File: config.mk
export PLATFORM = sky130hd
export DESIGN_NAME = weight_buffer
export DESIGN_NICKNAME = d
export VERILOG_FILES = /design/src/rtl/weight_buffer.sv
export SDC_FILE = /design/constraint.sdc
export NUM_CORES = 1
export LEC_CHECK = 0
export ABC_AREA = 1
export ABC_CLOCK_PERIOD_IN_PS = 4190
export CELL_PAD_IN_SITES_DETAIL_PLACEMENT = 1
export CELL_PAD_IN_SITES_GLOBAL_PLACEMENT = 1
export CORE_ASPECT_RATIO = 1.75
export CORE_MARGIN = 2
export CORE_UTILIZATION = 45
export DETAILED_ROUTE_END_ITERATION = 10
export PLACE_DENSITY_LB_ADDON = 0.3
export SYNTH_ARGS = -nofsm -noshare
export SYNTH_HDL_FRONTEND = slang
export SYNTH_SLANG_ARGS = --single-unit
export TNS_END_PERCENT = 100
File: constraint.sdc
create_clock -name clk -period 4.19 [get_ports clk]
set_clock_uncertainty 0.2 [all_clocks]
set_input_delay 0.419 -clock clk [delete_from_list [all_inputs] [get_ports clk]]
set_output_delay 0.419 -clock clk [all_outputs]
set_load 0.005 [all_outputs]
File: src/rtl/weight_buffer.sv
// Ping-pong weight store: the host fills the shadow bank while the array reads
// NUM_OUT-wide groups from the active bank over a valid/ready handshake.
module weight_buffer #(
    parameter int DATA_W  = 8,
    parameter int DEPTH   = 32,
    parameter int NUM_OUT = 4,
    parameter int ADDR_W  = 13
) (
    input  logic                      clk,
    input  logic                      reset,
    input  logic                      wr_en,
    input  logic [ADDR_W-1:0]         wr_addr,
    input  logic [DATA_W-1:0]         wr_data,
    input  logic                      swap,
    input  logic                      rd_req,
    input  logic [ADDR_W-1:0]         rd_addr,
    output logic                      req_ready,
    output logic                      w_valid,
    input  logic                      w_ready,
    output logic [NUM_OUT*DATA_W-1:0] w_data,
    output logic                      active_bank,
    output logic                      swap_pending,
    output logic                      addr_err
);

    localparam int IDX_W = (DEPTH > 1) ? $clog2(DEPTH) : 1;
    localparam logic [ADDR_W:0] DEPTH_EXT = (ADDR_W+1)'(DEPTH);

    localparam logic [0:0] IDLE = 1'b0;
    localparam logic [0:0] HOLD = 1'b1;

    logic [0:0]                state;
    logic [DATA_W-1:0]         mem [2][DEPTH];
    logic [NUM_OUT*DATA_W-1:0] fetch;
    logic                      wr_ok;
    logic                      wr_bad;
    logic                      rd_accept;
    logic                      rd_ok;
    logic                      rd_bad;
    logic                      swap_apply;

    assign wr_ok      = wr_en && ({1'b0, wr_addr} < DEPTH_EXT);
    assign wr_bad     = wr_en && !({1'b0, wr_addr} < DEPTH_EXT);
    assign rd_accept  = rd_req && req_ready;
    assign rd_ok      = rd_accept && ({1'b0, rd_addr} < DEPTH_EXT);
    assign rd_bad     = rd_accept && !({1'b0, rd_addr} < DEPTH_EXT);
    assign swap_apply = (state == IDLE) && swap_pending;

    assign req_ready = (state == IDLE) && !swap_pending;
    assign w_valid   = (state == HOLD);

    // Lane addresses wrap at DEPTH; rd_addr is only used when already < DEPTH.
    always_comb begin
        logic [ADDR_W:0] sum;
        fetch = '0;
        for (int unsigned k = 0; k < NUM_OUT; k++) begin
            sum = {1'b0, rd_addr} + (ADDR_W+1)'(k);
            if (sum >= DEPTH_EXT) begin
                sum = sum - DEPTH_EXT;
            end
            fetch[k*DATA_W +: DATA_W] = mem[active_bank][IDX_W'(sum)];
        end
    end

    always_ff @(posedge clk) begin
        if (reset) begin
            for (int unsigned b = 0; b < 2; b++) begin
                for (int unsigned i = 0; i < DEPTH; i++) begin
                    mem[b][i] <= '0;
                end
            end
        end else if (wr_ok) begin
            // Shadow bank is chosen from the pre-swap active_bank.
            mem[~active_bank][IDX_W'(wr_addr)] <= wr_data;
        end
    end

    always_ff @(posedge clk) begin
        if (reset) begin
            state        <= IDLE;
            w_data       <= '0;
            active_bank  <= 1'b0;
            swap_pending <= 1'b0;
            addr_err     <= 1'b0;
        end else begin
            addr_err <= wr_bad || rd_bad;

            if (swap_apply) begin
                active_bank  <= ~active_bank;
                swap_pending <= 1'b0;
            end else if (swap) begin
                swap_pending <= 1'b1;
            end

            case (state)
                IDLE: begin
                    if (rd_ok) begin
                        state  <= HOLD;
                        w_data <= fetch;
                    end
                end
                HOLD: begin
                    if (w_ready) begin
                        state <= IDLE;
                    end
                end
                default: state <= IDLE;
            endcase
        end
    end

endmodule

==> flow_metrics.py <==
metrics = {
    "status": {
        "outcome": "finished clean",
    },
    "detailed_routing": {
        "drtPass1Iterations": 6,
        "drt_iter0_drc": 3292,
        "drc": 0,
        "vias": 29200,
        "wl_per_cell_um": 29.5,
        "postRouteAntennaNets": 0,
        "via_per_inst": 6.34,
        "wl_um": 136000,
    },
    "clocking": {
        "clkLatencyLatePin_ns": 0.65,
        "htree_levels": 2,
        "clockBufferDepth": 3,
        "cts_tree": "yes",
        "post_cts_buffers": 0,
        "numCtsBuffers": 54,
        "clk_pin_slew_worst_paths_ns": 0.07,
        "cts_root_buf": "clkbuf_16",
        "cts.sinks": 549,
        "cts_resized": 0,
        "postCtsHoldBufs": 0,
    },
    "synthesis": {
        "synth_nets": 3741,
        "synth.area.mux_share_pct": 0,
        "synth_simple_gate_area_share_pct": 40.4,
        "synth_area_leader_cell": "edfxtp_1",
        "synth_cell_type_count": 29,
        "synth-main-ff-cell": "edfxtp_1",
        "async_flop_share_pct": 0,
        "syn_area_mm2": 0.0300,
        "synth_compound_area_share_pct": 0.663,
        "synth_edf_count": 512,
        "synth_top_cell_area_share_pct": 51.2,
        "avgSynthCellArea_um2": 8.12,
        "ys_warn_count": 0,
        "ys_ff_latch": 549,
        "synthTopCellsByArea": "edfxtp_1, nand3_1, nand2_1",
        "synth_xor_area_share_pct": 0.171,
        "synth_fa_ha_area_share_pct": 0.167,
        "synth_seq_area_share_pct": 53.7,
        "synth_top_family_by_area": "simple AND/OR/NAND/NOR gates",
        "syn-instance-count": 3697,
    },
    "power_and_ir_drop": {
        "p_leak_nw": 13.6,
        "vdd_ir_drop_max_mv": 0.441,
        "power_density_mw_per_mm2": 422,
        "design_power_total_mw": 14.2,
    },
    "job": {
        "cap_violations": 0,
    },
    "finish": {
        "final_common_cell": "nand3_1",
        "final_cell_area_mm2": 0.0336,
        "syn_to_final_growth_pct": 11.9,
        "final_cell_mix": "nand3_1, nand2_1, edfxtp_1, nor2_1, buf_4",
        "final_nets": 3720,
        "final_layout_size_suffix_gt1_share_pct": 6.72,
        "final_util_pct": 50.8,
        "fin_cells": 4611,
    },
    "floorplanning": {
        "coreArea_mm2": 0.0662,
        "rows": 125,
        "ios": 77,
        "die_h_um": 346,
        "die_w_um": 199,
        "start_util_pct": 45.4,
        "die-area_mm2": 0.0688,
    },
    "placed_design": {
        "dp_hpwl_um": 92900,
        "port_buffers": 76,
        "gp_congestion": 0.985,
        "dp_cells": 4509,
        "dpl_cell_area_mm2": 0.0317,
        "dp_slack_ns": 0.563,
    },
    "hold_path": {
        "hold_depth": 3,
        "hp-start": "reset",
        "hold_class": "primary input to flip-flop",
        "hold_path_end": "w_valid",
    },
    "worst_setup_path": {
        "crit_family": "simple AND/OR/NAND/NOR gates",
        "critPathRequiredTime_ns": 4.58,
        "timing_worst_setup_path_type": "primary input to flip-flop",
        "path_max_fanout": 18,
        "critPathArrivalTime_ns": 3.44,
        "start_kind": "primary input",
        "endpoint_kind": "flip-flop",
        "cpMaxStageDelayCell": "clkdlybuf4s50_1",
        "slowest_delay_ns": 0.51,
        "worstPathCellList": "clkdlybuf4s50_1, ha_1, nand2_1, inv_1, nor2_4, nand2_1, o21ai_2, inv_2, nand3_1, nand3_1, nand3_1, nand2_1, inv_1",
        "rrSetupSlack_ns": 1.14,
        "path_buf_inv": 4,
        "r2r_end": "w_data[6]",
        "rr_worst_depth": 14,
    },
    "grt": {
        "antenna_found_initial": 5,
        "grt_pass1_wl_um": 198000,
        "grt_use_total_pct": 39.9,
        "grt_max_degree": 136,
        "overflow": 0,
        "grt_pass1_vias": 29900,
    },
    "sta": {
        "slew_headroom_pct": 26.5,
        "slew_viol_final": 0,
        "setup-tns-final_ns": 0,
        "min_period_ns": 3.05,
        "rsz0062_at_grt": "false",
        "max_freq_ghz": 0.328,
        "worstMarginPinSlew_ns": 1.10,
        "setup_viol": 0,
        "fin_crit_sh_pct": 72.8,
        "hold_slack_ns": 0.200,
        "hold_violations": 0,
        "layout_setup_ws_ns": 1.14,
    },
}
-- cell usage after synthesis (2+ instances only) --
library cell  number
clkbuf_1         115
nor3_1            16
buf_1             15
nand3_1         1293
nor4_2             2
o21ai_0           30
nor2_4             2
xor2_1             4
edfxtp_1         512
o21ai_2            2
nand2_1         1038
dfxtp_1           37
inv_2              7
buf_4              7
nor2_1           368
clkinv_1          10
inv_1             76
nand2_2           31
a21oi_1            5
ha_1               4
buf_2            115
-- where the power goes --
part           switching [mW]  leakage (nW)  internal (mW)
Combinational            1.98          7.36          0.627
Sequential             0.0696          5.36           6.18
Clock                    2.34         0.902           2.97
Total                    4.39          13.6           9.78
-- worst min-delay path: stages --
cell	delay, ns
buf_2	0.11
buf_4	0.27
a21oi_1	0.18
-- worst max-delay path by stage --
stage | slack (ns) | depth (start not counted) | endpoint | start
finish | 1.14 | 13 | w_data[25] | rd_addr[2]
global route | 0.95 | 13 | w_data[25] | rd_addr[2]
CTS | 1.20 | 13 | w_data[25] | rd_addr[2]
detailed placement | 0.56 | 13 | w_data[25] | rd_addr[2]
global placement | 0.56 | 13 | w_data[25] | rd_addr[2]
floorplan | 1.44 | 15 | w_data[10] | rd_addr[1]
-- registers in the layout (all words and copies together), names as in the netlist, named ones only --
signal,cells
mem,512
w_data,32
active_bank,1
addr_err,1
swap_pending,1
w_valid,1
-- routing by layer --
| metal | up-vias | GRT usage [%] | routed length, um |
|---|---|---|---|
| li1 | 12700 | - | - |
| met1 | 14400 | 45.3 | 47000 |
| met2 | 1609 | 64.8 | 64100 |
| met3 | 550 | 5.91 | 10400 |
| met4 | 2 | 34.8 | 14700 |
| met5 | - | 0 | 11 |
-- area by class of cell --
type / count / area [um^2]
fillers: 8004 / 32600
flip-flops and latches: 549 / 16100
multi-input cells: 2802 / 12500
repair buffers: 176 / 1650
clock buffers: 60 / 1440
well taps: 889 / 1110
clock inverters: 40 / 420
inverters: 93 / 367
diodes: 2 / 5.00
-- cells by family after synthesis --
kind of cell	count (synthesis)
simple gates	2755
flops	549
xor+xnor	5
buf+inv	346
compound gates	38
fa+ha+maj	4
Power figures use the tool's default switching activity.
